--- config.mk ---
export PLATFORM = sky130hd
export DESIGN_NAME = sram_req_ctrl
export DESIGN_NICKNAME = d
export VERILOG_FILES = /design/src/rtl/sram_req_ctrl.sv
export SDC_FILE = /design/constraint.sdc
export NUM_CORES = 1
export LEC_CHECK = 0
export BUFFER_PORTS_ARGS = -buffer_cell sky130_fd_sc_hd__buf_2
export CORE_UTILIZATION = 40
export CTS_CLUSTER_DIAMETER = 30
export CTS_CLUSTER_SIZE = 12
export DETAILED_ROUTE_END_ITERATION = 7
export PLACE_DENSITY = 0.71
export SLEW_MARGIN = 20
export SYNTH_ARGS = -nofsm -noshare
export SYNTH_HDL_FRONTEND = slang
export SYNTH_SLANG_ARGS = --single-unit
--- constraint.sdc ---
create_clock -name clk_i -period 2.6 [get_ports clk_i]
set_clock_uncertainty 0.2 [all_clocks]
set_input_delay 0.65 -clock clk_i [delete_from_list [all_inputs] [get_ports clk_i]]
set_output_delay 0.65 -clock clk_i [all_outputs]
set_load 0.01 [all_outputs]
--- src/rtl/sram_req_ctrl.sv ---
// Initiator-side controller for the single-port SRAM pins: turns a valid/ready request
// channel into SRAM cycles and returns in-order responses through a small FIFO.
module sram_req_ctrl #(
  parameter int ADDR_WIDTH = 11,
  parameter int DATA_WIDTH = 32,
  parameter int NUM_WMASKS = 4,
  parameter int MEMD       = 2048,
  parameter int READ_LAT   = 2,
  parameter int RSP_DEPTH  = 4
) (
  input  logic                  clk_i,
  input  logic                  rst_ni,
  input  logic                  req_valid_i,
  output logic                  req_ready_o,
  input  logic                  req_we_i,
  input  logic [ADDR_WIDTH-1:0] req_addr_i,
  input  logic [DATA_WIDTH-1:0] req_wdata_i,
  input  logic [NUM_WMASKS-1:0] req_wmask_i,
  output logic                  rsp_valid_o,
  input  logic                  rsp_ready_i,
  output logic [DATA_WIDTH-1:0] rsp_rdata_o,
  output logic                  rsp_err_o,
  output logic                  mem_csb_o,
  output logic                  mem_web_o,
  output logic [NUM_WMASKS-1:0] mem_wmask_o,
  output logic [ADDR_WIDTH-1:0] mem_addr_o,
  output logic [DATA_WIDTH-1:0] mem_din_o,
  input  logic [DATA_WIDTH-1:0] mem_dout_i
);

  localparam int PTR_W = (RSP_DEPTH > 1) ? $clog2(RSP_DEPTH) : 1;
  localparam int CNT_W = $clog2(RSP_DEPTH + READ_LAT + 1);
  localparam logic [CNT_W-1:0]    DEPTH_C  = CNT_W'(RSP_DEPTH);
  localparam logic [PTR_W-1:0]    PTR_LAST = PTR_W'(RSP_DEPTH - 1);
  localparam logic [ADDR_WIDTH:0] MEMD_C   = (ADDR_WIDTH + 1)'(MEMD);

  logic                  fire;
  logic                  oob;
  logic [READ_LAT-1:0]   vld_p;
  logic [READ_LAT-1:0]   we_p;
  logic [READ_LAT-1:0]   err_p;
  logic [CNT_W-1:0]      inflight;
  logic [CNT_W-1:0]      outstanding;
  logic [CNT_W-1:0]      count;
  logic [PTR_W-1:0]      wr_ptr;
  logic [PTR_W-1:0]      rd_ptr;
  logic                  push;
  logic                  pop;
  logic [DATA_WIDTH-1:0] push_data;
  logic [DATA_WIDTH-1:0] data_q [RSP_DEPTH];
  logic [RSP_DEPTH-1:0]  err_q;

  // Request acceptance: credit covers both in-flight tags and buffered responses
  always_comb begin
    inflight = '0;
    for (int i = 0; i < READ_LAT; i++) begin
      inflight = inflight + CNT_W'(vld_p[i]);
    end
  end

  assign outstanding = inflight + count;
  assign req_ready_o = (outstanding < DEPTH_C);
  assign fire        = req_valid_i & req_ready_o;
  assign oob         = ({1'b0, req_addr_i} >= MEMD_C);

  always_comb begin
    mem_csb_o   = 1'b1;
    mem_web_o   = 1'b1;
    mem_wmask_o = '0;
    mem_addr_o  = '0;
    mem_din_o   = '0;
    if (fire && !oob) begin
      mem_csb_o   = 1'b0;
      mem_web_o   = !req_we_i;
      mem_wmask_o = req_wmask_i;
      mem_addr_o  = req_addr_i;
      mem_din_o   = req_wdata_i;
    end
  end

  // Tag pipeline p0..p(READ_LAT-1): tracks every accepted request through the SRAM latency
  always_ff @(posedge clk_i or negedge rst_ni) begin
    if (!rst_ni) begin
      vld_p <= '0;
    end else begin
      vld_p[0] <= fire;
      for (int i = 1; i < READ_LAT; i++) begin
        vld_p[i] <= vld_p[i-1];
      end
    end
  end

  always_ff @(posedge clk_i) begin
    we_p[0]  <= req_we_i;
    err_p[0] <= oob;
    for (int i = 1; i < READ_LAT; i++) begin
      we_p[i]  <= we_p[i-1];
      err_p[i] <= err_p[i-1];
    end
  end

  // Response FIFO: writes and errors carry zero data so stale SRAM output never leaks
  assign push      = vld_p[READ_LAT-1];
  assign pop       = rsp_valid_o & rsp_ready_i;
  assign push_data = (we_p[READ_LAT-1] | err_p[READ_LAT-1]) ? '0 : mem_dout_i;

  always_ff @(posedge clk_i) begin
    if (push) begin
      data_q[wr_ptr] <= push_data;
      err_q[wr_ptr]  <= err_p[READ_LAT-1];
    end
  end

  always_ff @(posedge clk_i or negedge rst_ni) begin
    if (!rst_ni) begin
      wr_ptr <= '0;
      rd_ptr <= '0;
      count  <= '0;
    end else begin
      if (push) begin
        wr_ptr <= (wr_ptr == PTR_LAST) ? '0 : wr_ptr + PTR_W'(1);
      end
      if (pop) begin
        rd_ptr <= (rd_ptr == PTR_LAST) ? '0 : rd_ptr + PTR_W'(1);
      end
      case ({push, pop})
        2'b10:   count <= count + CNT_W'(1);
        2'b01:   count <= count - CNT_W'(1);
        default: count <= count;
      endcase
    end
  end

  assign rsp_valid_o = (count != '0);
  assign rsp_rdata_o = rsp_valid_o ? data_q[rd_ptr] : '0;
  assign rsp_err_o   = rsp_valid_o & err_q[rd_ptr];

`ifndef SYNTHESIS
  a_no_overflow: assert property (@(posedge clk_i) disable iff (!rst_ni)
    !(push && !pop && (count == DEPTH_C)));
`endif

endmodule

After elaboration in Yosys (flattened, before gate mapping)

Memories as Yosys holds them, arrays and structs flattened.
Cells that the tools add are included.

Register bits after elaboration: 15
Memory bits (writable): 128
Bits of input ports: 84
Memories kept: 1

Memory list:

| memory | depth | width | read ports | clocked after memory_dff | write ports | line | RTL |
|---|---|---|---|---|---|---|---|
| data_q | 4     | 32    | 1          | 0                        | 1           | 50   | `logic [DATA_WIDTH-1:0] data_q [RSP_DEPTH];` |

$add $sub $neg: 6
Order comparisons: 4
Equal/unequal tests: 4
Muxes and demuxes: 16
Bitwise logic cells: 5
Reductions and logical operators: 4

Operator list:

| kind                  | number |
|---|---|
| $mux W32              | 3 |
| $mux W11              | 1 |
| $eq A2 B2 Y1 const B  | 3 |
| $lt A2 B3 Y1 const B  | 2 |
| $mux W1               | 6 |
| $pmux W3 S2           | 1 |
| $add A2 B1 Y2 const B | 2 |
| $and A4 B4 Y4         | 1 |
| $mux W2               | 2 |
| $mux W4               | 1 |
| $not A4 Y4            | 1 |
| $add A2 B3 Y3         | 1 |
| $add A3 B1 Y3 const B | 1 |
| $and A1 B1 Y1         | 3 |
| $lt A3 B3 Y1 const B  | 1 |
| $reduce_bool A3 Y1    | 1 |
| $sub A3 B1 Y3 const B | 1 |
| $add A1 B1 Y2         | 1 |
| $bmux W1 S2           | 1 |
| $demux W1 S2          | 1 |
| $eq A2 B1 Y1 const B  | 1 |
| $ge A2 B1 Y1 const B  | 1 |
| $reduce_bool A2 Y1    | 1 |
| $logic_and A1 B1 Y1   | 1 |
| $logic_not A1 Y1      | 1 |

Logic depth before layout (Yosys ltp)

Gate-level depths: netlist of run 1.

Depth after elaboration: 6
Depth in mapped cells: 9
Depth with buffers taken out: 8

Worst setup path before layout of run 1

Ideal clock, no wire load.

Path kind: reg2out
Start point: register count[0]
End point: output port mem_addr_o[3]
Arrival: 1,540 ps
Data required time: 1,750 ps
Setup slack: 210 ps
Cell stages (with the launch flop): 6
Cell sequence: dfrtp_1 ha_1 a21o_1 a32oi_2 buf_2 and3_1

Longest elaborated chain between the ends: 4

RTL lines:

| what                   | line | RTL |
|---|---|---|
| start, declared        | 44   | `logic [CNT_W-1:0] count;` |
| start signal, assigned | 127  | `2'b10: count <= count + CNT_W'(1);` |
| start signal, assigned | 128  | `2'b01: count <= count - CNT_W'(1);` |
| start signal, assigned | 129  | `default: count <= count;` |
| $add A2 B3 Y3          | 61   | `assign outstanding = inflight + count;` |
| $lt A3 B3 Y1           | 62   | `assign req_ready_o = (outstanding < DEPTH_C);` |
| via req_ready_o        | 14   | `output logic req_ready_o,` |
| $and A1 B1 Y1          | 63   | `assign fire = req_valid_i & req_ready_o;` |
| $mux W11               | 72   | `if (fire && !oob) begin` |
| end, declared          | 26   | `output logic [ADDR_WIDTH-1:0] mem_addr_o,` |

The timed path passes the listed nets, and every way through them passes these cells.

Final worst setup path of run 1

Start point: register count[0]
End point: output port mem_addr_o[8]

Longest elaborated chain between the ends: 4

RTL lines:

| what          | line |
|---|---|
| $add A2 B3 Y3 | 61 |
| $lt A3 B3 Y1  | 62 |
| $and A1 B1 Y1 | 63 |
| $mux W11      | 72 |

No other way between the ends.

==> results.py, run 1 <==
metrics = {
    "clocking": {
        "cts_tree": "done",
        "clk_latency_ns": 0.41,
        "htreeDepth": 4,
        "cts_root_buf": "clkbuf_16",
        "clk_pin_slew_ns": 0.06,
        "cts.sinks": 143,
        "cts_buffers": 17,
        "clk_path_buf_depth": 2,
    },
    "floorplanning": {
        "fp.dieW_um": 126,
        "start_util": 0.417,
        "coreArea_sq_um": 14800,
        "row_count": 44,
        "ioPinCount": 168,
        "die_h_um": 126,
        "die_area_sq_um": 15900,
    },
    "synth": {
        "synth.avg_cell_area_sq_um": 17.2,
        "synthTopCellsByArea": "edfxtp_1 (64%), mux4_2 (12%), and3_1 (4.8%), and2_1 (3.9%), nor2b_1 (3.8%)",
        "synth-compound-area-share": 0.00549,
        "async_flop_share": 0.0629,
        "synth_top_family_by_area": "simple AND/OR/NAND/NOR gates",
        "yosysWarnings": 0,
        "yosysTopAreaCell": "edfxtp_1",
        "synth.most_common_cell": "edfxtp_1",
        "synthAdderAreaFrac": 0.0175,
        "synth_edf_count": 132,
        "yosys_register_bits": 143,
        "synth_top_cell_area_share": 0.644,
        "synth_ff_type": "edfxtp_1",
        "muxShareOfSynthArea": 0.127,
        "synth-xor-area-share": 0.00427,
        "yosysSeqAreaShare": 0.687,
        "synthSimpleGateAreaFrac": 0.132,
        "yosysUniqueCellTypes": 27,
        "syn_nets": 450,
        "syn_area_sq_um": 6150,
        "syn-instance-count": 358,
        "synth_common_cells": "edfxtp_1 (132), and3_1 (47), and2_1 (38)",
    },
    "finish": {
        "drive_gt1_frac": 0.527,
        "nets": 651,
        "nFillCells": 1141,
        "finalNonFillerCells": 757,
        "seq_area_sq_um": 4230,
        "area_growth_syn_to_layout_pct": 38.5,
        "multi_input_area_sq_um": 1860,
    },
    "sta": {
        "finalWorstSetupSlack_ns": -0.337,
        "period_minus_slack_ns": 2.94,
        "max_freq_ghz": 0.341,
        "final-hold-violation-count": 0,
        "worst_slew_pin_slew_ns": 0.681,
        "slew_headroom": 0.545,
        "rsz0062_at_grt": "true",
        "hold_ws_ns": 0.130,
        "setup-violations-final": 84,
        "fin_crit_sh": 1.13,
        "slew_violations": 0,
    },
    "power": {
        "combPwrFrac": 0.472,
        "seqPwrFrac": 0.313,
        "switchingPower_w": 0.00313,
        "ir_worst_vdd_mv": 0.777,
        "p_int_w": 0.00701,
        "p_clk_frac": 0.215,
        "p_leak_nw": 3.52,
        "switching_share": 0.309,
        "powerDensity_nw_per_um2": 1190,
    },
    "global_routing": {
        "antenna_found_initial": 1,
        "grtUsageMet1": 0.215,
        "grt-busiest-layer": "met2",
        "overflow": 0,
        "grt_pass1_vias": 4093,
        "gr-usage-met2": 0.370,
        "grt.total_usage": 0.196,
        "met3_usage": 0.0455,
        "grt_max_degree": 51,
        "grt_pass1_wl_um": 22600,
    },
    "worst_setup_path": {
        "critPathKind": "reg2out",
        "critPathCaptureType": "output port",
        "path_buf_inv": 3,
        "crit_chain": "ha_1 > a21o_1 > a32oi_2 > buf_4 > clkbuf_16 > and3_4 > buf_6",
        "required_ns": 1.75,
        "cp_max_fo": 7,
        "critPathTopFamily": "buffers and inverters",
        "crit_slowest_cell": "dfrtp_1",
        "start_kind": "register",
        "slowest_delay_ns": 0.39,
        "worstPathArrival_ns": 2.09,
    },
    "place": {
        "pre_cts_ws_ns": 0.0982,
        "port_buffers": 167,
        "dp.cells": 699,
        "post-dp-hpwl_um": 9170,
        "routabilityCongestion": 0.920,
    },
    "route": {
        "wirelength_um": 15500,
        "antenna_left": 0,
        "via_per_inst": 5.21,
        "drc_errors": 0,
        "drt-wirelength-per-cell_um": 20.5,
        "drt-initial-drc-count": 173,
        "drt_pass1_iterations": 4,
        "vias": 3945,
    },
    "job": {
        "cap_violations": 0,
    },
    "outcome": {
        "violations": "negative setup slack",
        "outcome": "finished with violations",
    },
    "worst_hold_path": {
        "hold_path_class": "reg2reg",
    },
}
-- worst paths after layout --
check / from / to / slack [ns] / cells after the start
max: count[0] / mem_addr_o[8] / -0.34 / 7
min: we_p[0] / we_p[1] / 0.13 / 0
max reg2reg: count[0] / count[2] / 0.12 / 10
min reg2reg: we_p[0] / we_p[1] / 0.13 / 0
max in group asynchronous: rst_ni / rd_ptr[1] / 1.56 / 2
min in group asynchronous: rst_ni / rd_ptr[0] / 0.44 / 2
-- metrics by stage --
stage,utilization,TNS (ns),area [sq um],power [W]
after floorplan,-,0,6150,0.00536
after global placement,0.494,0,7280,0.00651
after detailed placement,0.494,0,7280,0.00660
after CTS,0.561,-25.34,8270,0.00973
after global routing,0.578,-29.44,8520,0.0106
final,0.578,-23.36,8520,0.0101
-- registers in the layout, indices dropped and copies added, names as in the netlist --
name    flops
err_q       4
data_q    128
rd_ptr      2
we_p        2
vld_p       2
count       3
wr_ptr      2
-- layout by cell type, fill, tap and decap left out, drive strengths merged, types with 3 or more instances in the layout --
master	synthesis	routed
buf	10	203
edfxtp	132	132
and3	47	47
and2	39	39
nor2b	37	37
mux4	33	33
clkbuf	16	24
dfrtp	9	9
ha	7	7
inv	6	7
clkinv	0	7
nand2	3	3
-- area by class of cell --
class	instances	share of cell area
clock inverter	11	0.0110
inverter	6	0.00264
sequential	143	0.496
timing repair buffer	208	0.193
tap	184	0.0270
clock buffer	20	0.0512
multi-input combinational	183	0.218
antenna	2	0.000587
-- metal layers --
metal | share of wire | vias up
met5 | 0 | -
met4 | 0.016 | 0
met3 | 0.054 | 13
met2 | 0.56 | 166
met1 | 0.37 | 1995
li1 | - | 1771
-- worst reg2reg max path, delay by kind of cell (launching register included) --
kind | cells | cell delay, ns
fa+ha+maj | 2 | 0.40
xor+xnor | 2 | 0.28
buf+inv | 3 | 0.33
flops | 1 | 0.39
simple gates | 3 | 0.77
-- cells by family (layout without fill, tap and decap cells) --
family,after synthesis,after routing
compound gates,4,4
xor+xnor,3,3
fa+ha+maj,8,8
buf+inv,32,245
flops,143,143
mux,36,36
other cells,0,2
simple gates,132,132
-- power by group through the flow --
stage | Sequential (W) | Clock, W | Combinational [W]
2_1_floorplan | 0.00315 | 0 | 0.00222
3_3_place_gp | 0.00317 | 0 | 0.00334
3_5_place_dp | 0.00321 | 0 | 0.00340
4_1_cts | 0.00318 | 0.00221 | 0.00434
5_1_grt | 0.00321 | 0.00232 | 0.00509
6_report | 0.00317 | 0.00218 | 0.00478
-- timing repair --
action | 4_1_cts | 5_1_grt
setup endpoints to repair | 83 | 84
resized for setup | 44 | 26
pin swaps | 13 | 10
setup buffers | 8 | 2
hold endpoints to repair | 9 | 0
hold buffers | 1 | 0
cloned | 8 | 6
Power figures use the tool's default switching activity.
==> run 2, diff against run 1 <==
- GPL_TIMING_DRIVEN: unset -> 0
==> run 2 against run 1 <==
The run still ends with negative setup slack left; non-clock buffer count rose by 7; sequential power barely moved; critical path depth did not move; die area did not move; final cell count rose by 1.1%; first-iteration DRC count rose by 63%; combinational power fell by 1%; via count fell by 0.61%; clock power rose by 13%; routed wire length fell by 4.8%.
==> results.py, run 2 (synthesized netlist as in run 1, its figures left out) <==
metrics = {
    "outcome": {
        "outcome": "finished with violations",
        "violations": "negative setup slack",
    },
    "worst_setup_path": {
        "critPathCaptureType": "output port",
        "cp_max_fo": 8,
        "required_ns": 1.75,
        "worstPathArrival_ns": 2.06,
        "rrSetupSlack_ns": -0.02,
        "slowest_delay_ns": 0.41,
        "crit_slowest_cell": "dfrtp_1",
        "start_kind": "register",
        "reg2reg_depth": 13,
        "crit_chain": "ha_4 > nand3_4 > a32oi_4 > buf_12 > clkbuf_8 > and3_4 > buf_6",
        "critPathKind": "reg2out",
        "r2r-end": "count[2]",
        "r2r_start": "count[0]",
    },
    "place": {
        "dpl_cell_area_sq_um": 7320,
        "port_buffers": 166,
        "post-dp-hpwl_um": 9850,
        "routabilityCongestion": 0.871,
        "dp.cells": 712,
    },
    "sta": {
        "rsz0062_at_grt": "true",
        "final-hold-violation-count": 0,
        "hold_ws_ns": 0.126,
        "max_freq_ghz": 0.343,
        "slew_headroom": 0.620,
        "fin_crit_sh": 1.12,
        "finalWorstSetupSlack_ns": -0.312,
        "setup-violations-final": 85,
        "worst_slew_pin_slew_ns": 0.570,
        "period_minus_slack_ns": 2.91,
        "slew_violations": 0,
    },
    "global_routing": {
        "grt_pass1_wl_um": 22600,
        "grt.total_usage": 0.194,
        "overflow": 0,
        "grt_max_degree": 23,
        "grt_pass1_vias": 4259,
        "antenna_found_initial": 2,
    },
    "clocking": {
        "clk_path_buf_depth": 2,
        "clk_pin_slew_ns": 0.06,
        "htreeDepth": 4,
        "cts.sinks": 143,
        "cts_buffers": 17,
        "cts_root_buf": "clkbuf_16",
        "clk_latency_ns": 0.41,
        "cts_tree": "done",
    },
    "route": {
        "drc_errors": 0,
        "antenna_left": 0,
        "drt-wirelength-per-cell_um": 19.3,
        "drt_pass1_iterations": 4,
        "drt-initial-drc-count": 282,
        "via_per_inst": 5.13,
        "wirelength_um": 14800,
        "vias": 3921,
    },
    "finish": {
        "area_growth_syn_to_layout_pct": 41.6,
        "seq_area_sq_um": 4230,
        "layout_commonest_cell": "buf_2",
        "finalNonFillerCells": 765,
        "nets": 658,
        "drive_gt1_frac": 0.547,
        "largest_register_ffs": 128,
        "reg.largest.list": "data_q x128, err_q x4, count x3",
        "multi_input_area_sq_um": 1950,
        "final_core_util": 0.590,
        "regMostFlops": "data_q",
        "nFillCells": 1115,
        "final_area_sq_um": 8710,
        "final_cell_mix": "buf_2 (134), edfxtp_1 (132), nor2b_1 (37)",
    },
    "power": {
        "total_power_w": 0.0104,
        "ir_worst_vdd_mv": 0.632,
        "powerDensity_nw_per_um2": 1190,
        "p_leak_nw": 3.52,
    },
    "worst_hold_path": {
        "holdPathEnd": "we_p[1]",
        "hold_path_class": "reg2reg",
        "min-delay-start": "we_p[0]",
        "whs_path_depth": 0,
    },
    "floorplanning": {
        "die_area_sq_um": 15900,
        "coreArea_sq_um": 14800,
        "row_count": 44,
        "ioPinCount": 168,
        "die_h_um": 126,
        "start_util": 0.417,
        "fp.dieW_um": 126,
    },
    "job": {
        "cap_violations": 0,
    },
}
==> run 2: layout make-up <==
| type | count | area share |
|---|---|---|
| Antenna cell | 2 | 0.000575 |
| Buffer | 25 | 0.0342 |
| Clock buffer | 17 | 0.0488 |
| Clock inverter | 15 | 0.0213 |
| Inverter | 6 | 0.00259 |
| Multi-Input combinational cell | 183 | 0.223 |
| Sequential cell | 143 | 0.486 |
| Tap cell | 184 | 0.0264 |
| Timing Repair Buffer | 190 | 0.157 |
==> run 2: timing repair <==
action,4_1_cts,5_1_grt
pin swaps,22,11
hold buffers,1,0
setup endpoints to repair,84,86
gates cloned,7,0
resized for setup,100,30
buffers inserted,11,2
hold endpoints to repair,9,0
==> run 2: per-stage QoR <==
| stage | setup TNS, ns | setup slack [ns] |
|---|---|---|
| finish | -20.99 | -0.312 |
| global route | -27.10 | -0.376 |
| CTS | -23.52 | -0.357 |
| detailed placement | -0.987 | -0.0929 |
| global placement | -7.07 | -0.0889 |
| floorplan | 0 | 0.210 |
==> run 2: where the power goes <==
| part | switching [W] | leakage (nW) | internal (W) |
|---|---|---|---|
| Clock | 0.000939 | 0.290 | 0.00152 |
| Combinational | 0.00201 | 1.89 | 0.00272 |
| Sequential | 0.000176 | 1.35 | 0.00300 |
| Total | 0.00313 | 3.52 | 0.00724 |
==> run 2: worst max-delay path by stage <==
stage	slack, ns	from	end	depth (start not counted)
4_1_cts	-0.36	count[0]	mem_din_o[1]	7
2_1_floorplan	0.21	count[0]	mem_addr_o[3]	5
6_report	-0.31	vld_p[0]	mem_din_o[21]	7
3_5_place_dp	-0.09	count[0]	mem_din_o[2]	6
3_3_place_gp	-0.09	wr_ptr[0]	data_q[0][5]	3
5_1_grt	-0.38	vld_p[0]	mem_addr_o[3]	7
==> run 2: worst max-delay path: cells and delay by family, from the launching register on <==
kind / cells / cell delay, ns
DFF: 1 / 0.41
adders and majority gates: 1 / 0.29
and+or+nand+nor: 2 / 0.27
AOI/OAI and AO/OA: 1 / 0.27
buffers and inverters: 3 / 0.41
==> run 2: per-layer routing <==
layer,global-route usage,part of all wire
met1,0.213,0.39
met2,0.352,0.53
met3,0.0506,0.048
met4,0.0850,0.032
met5,0,0
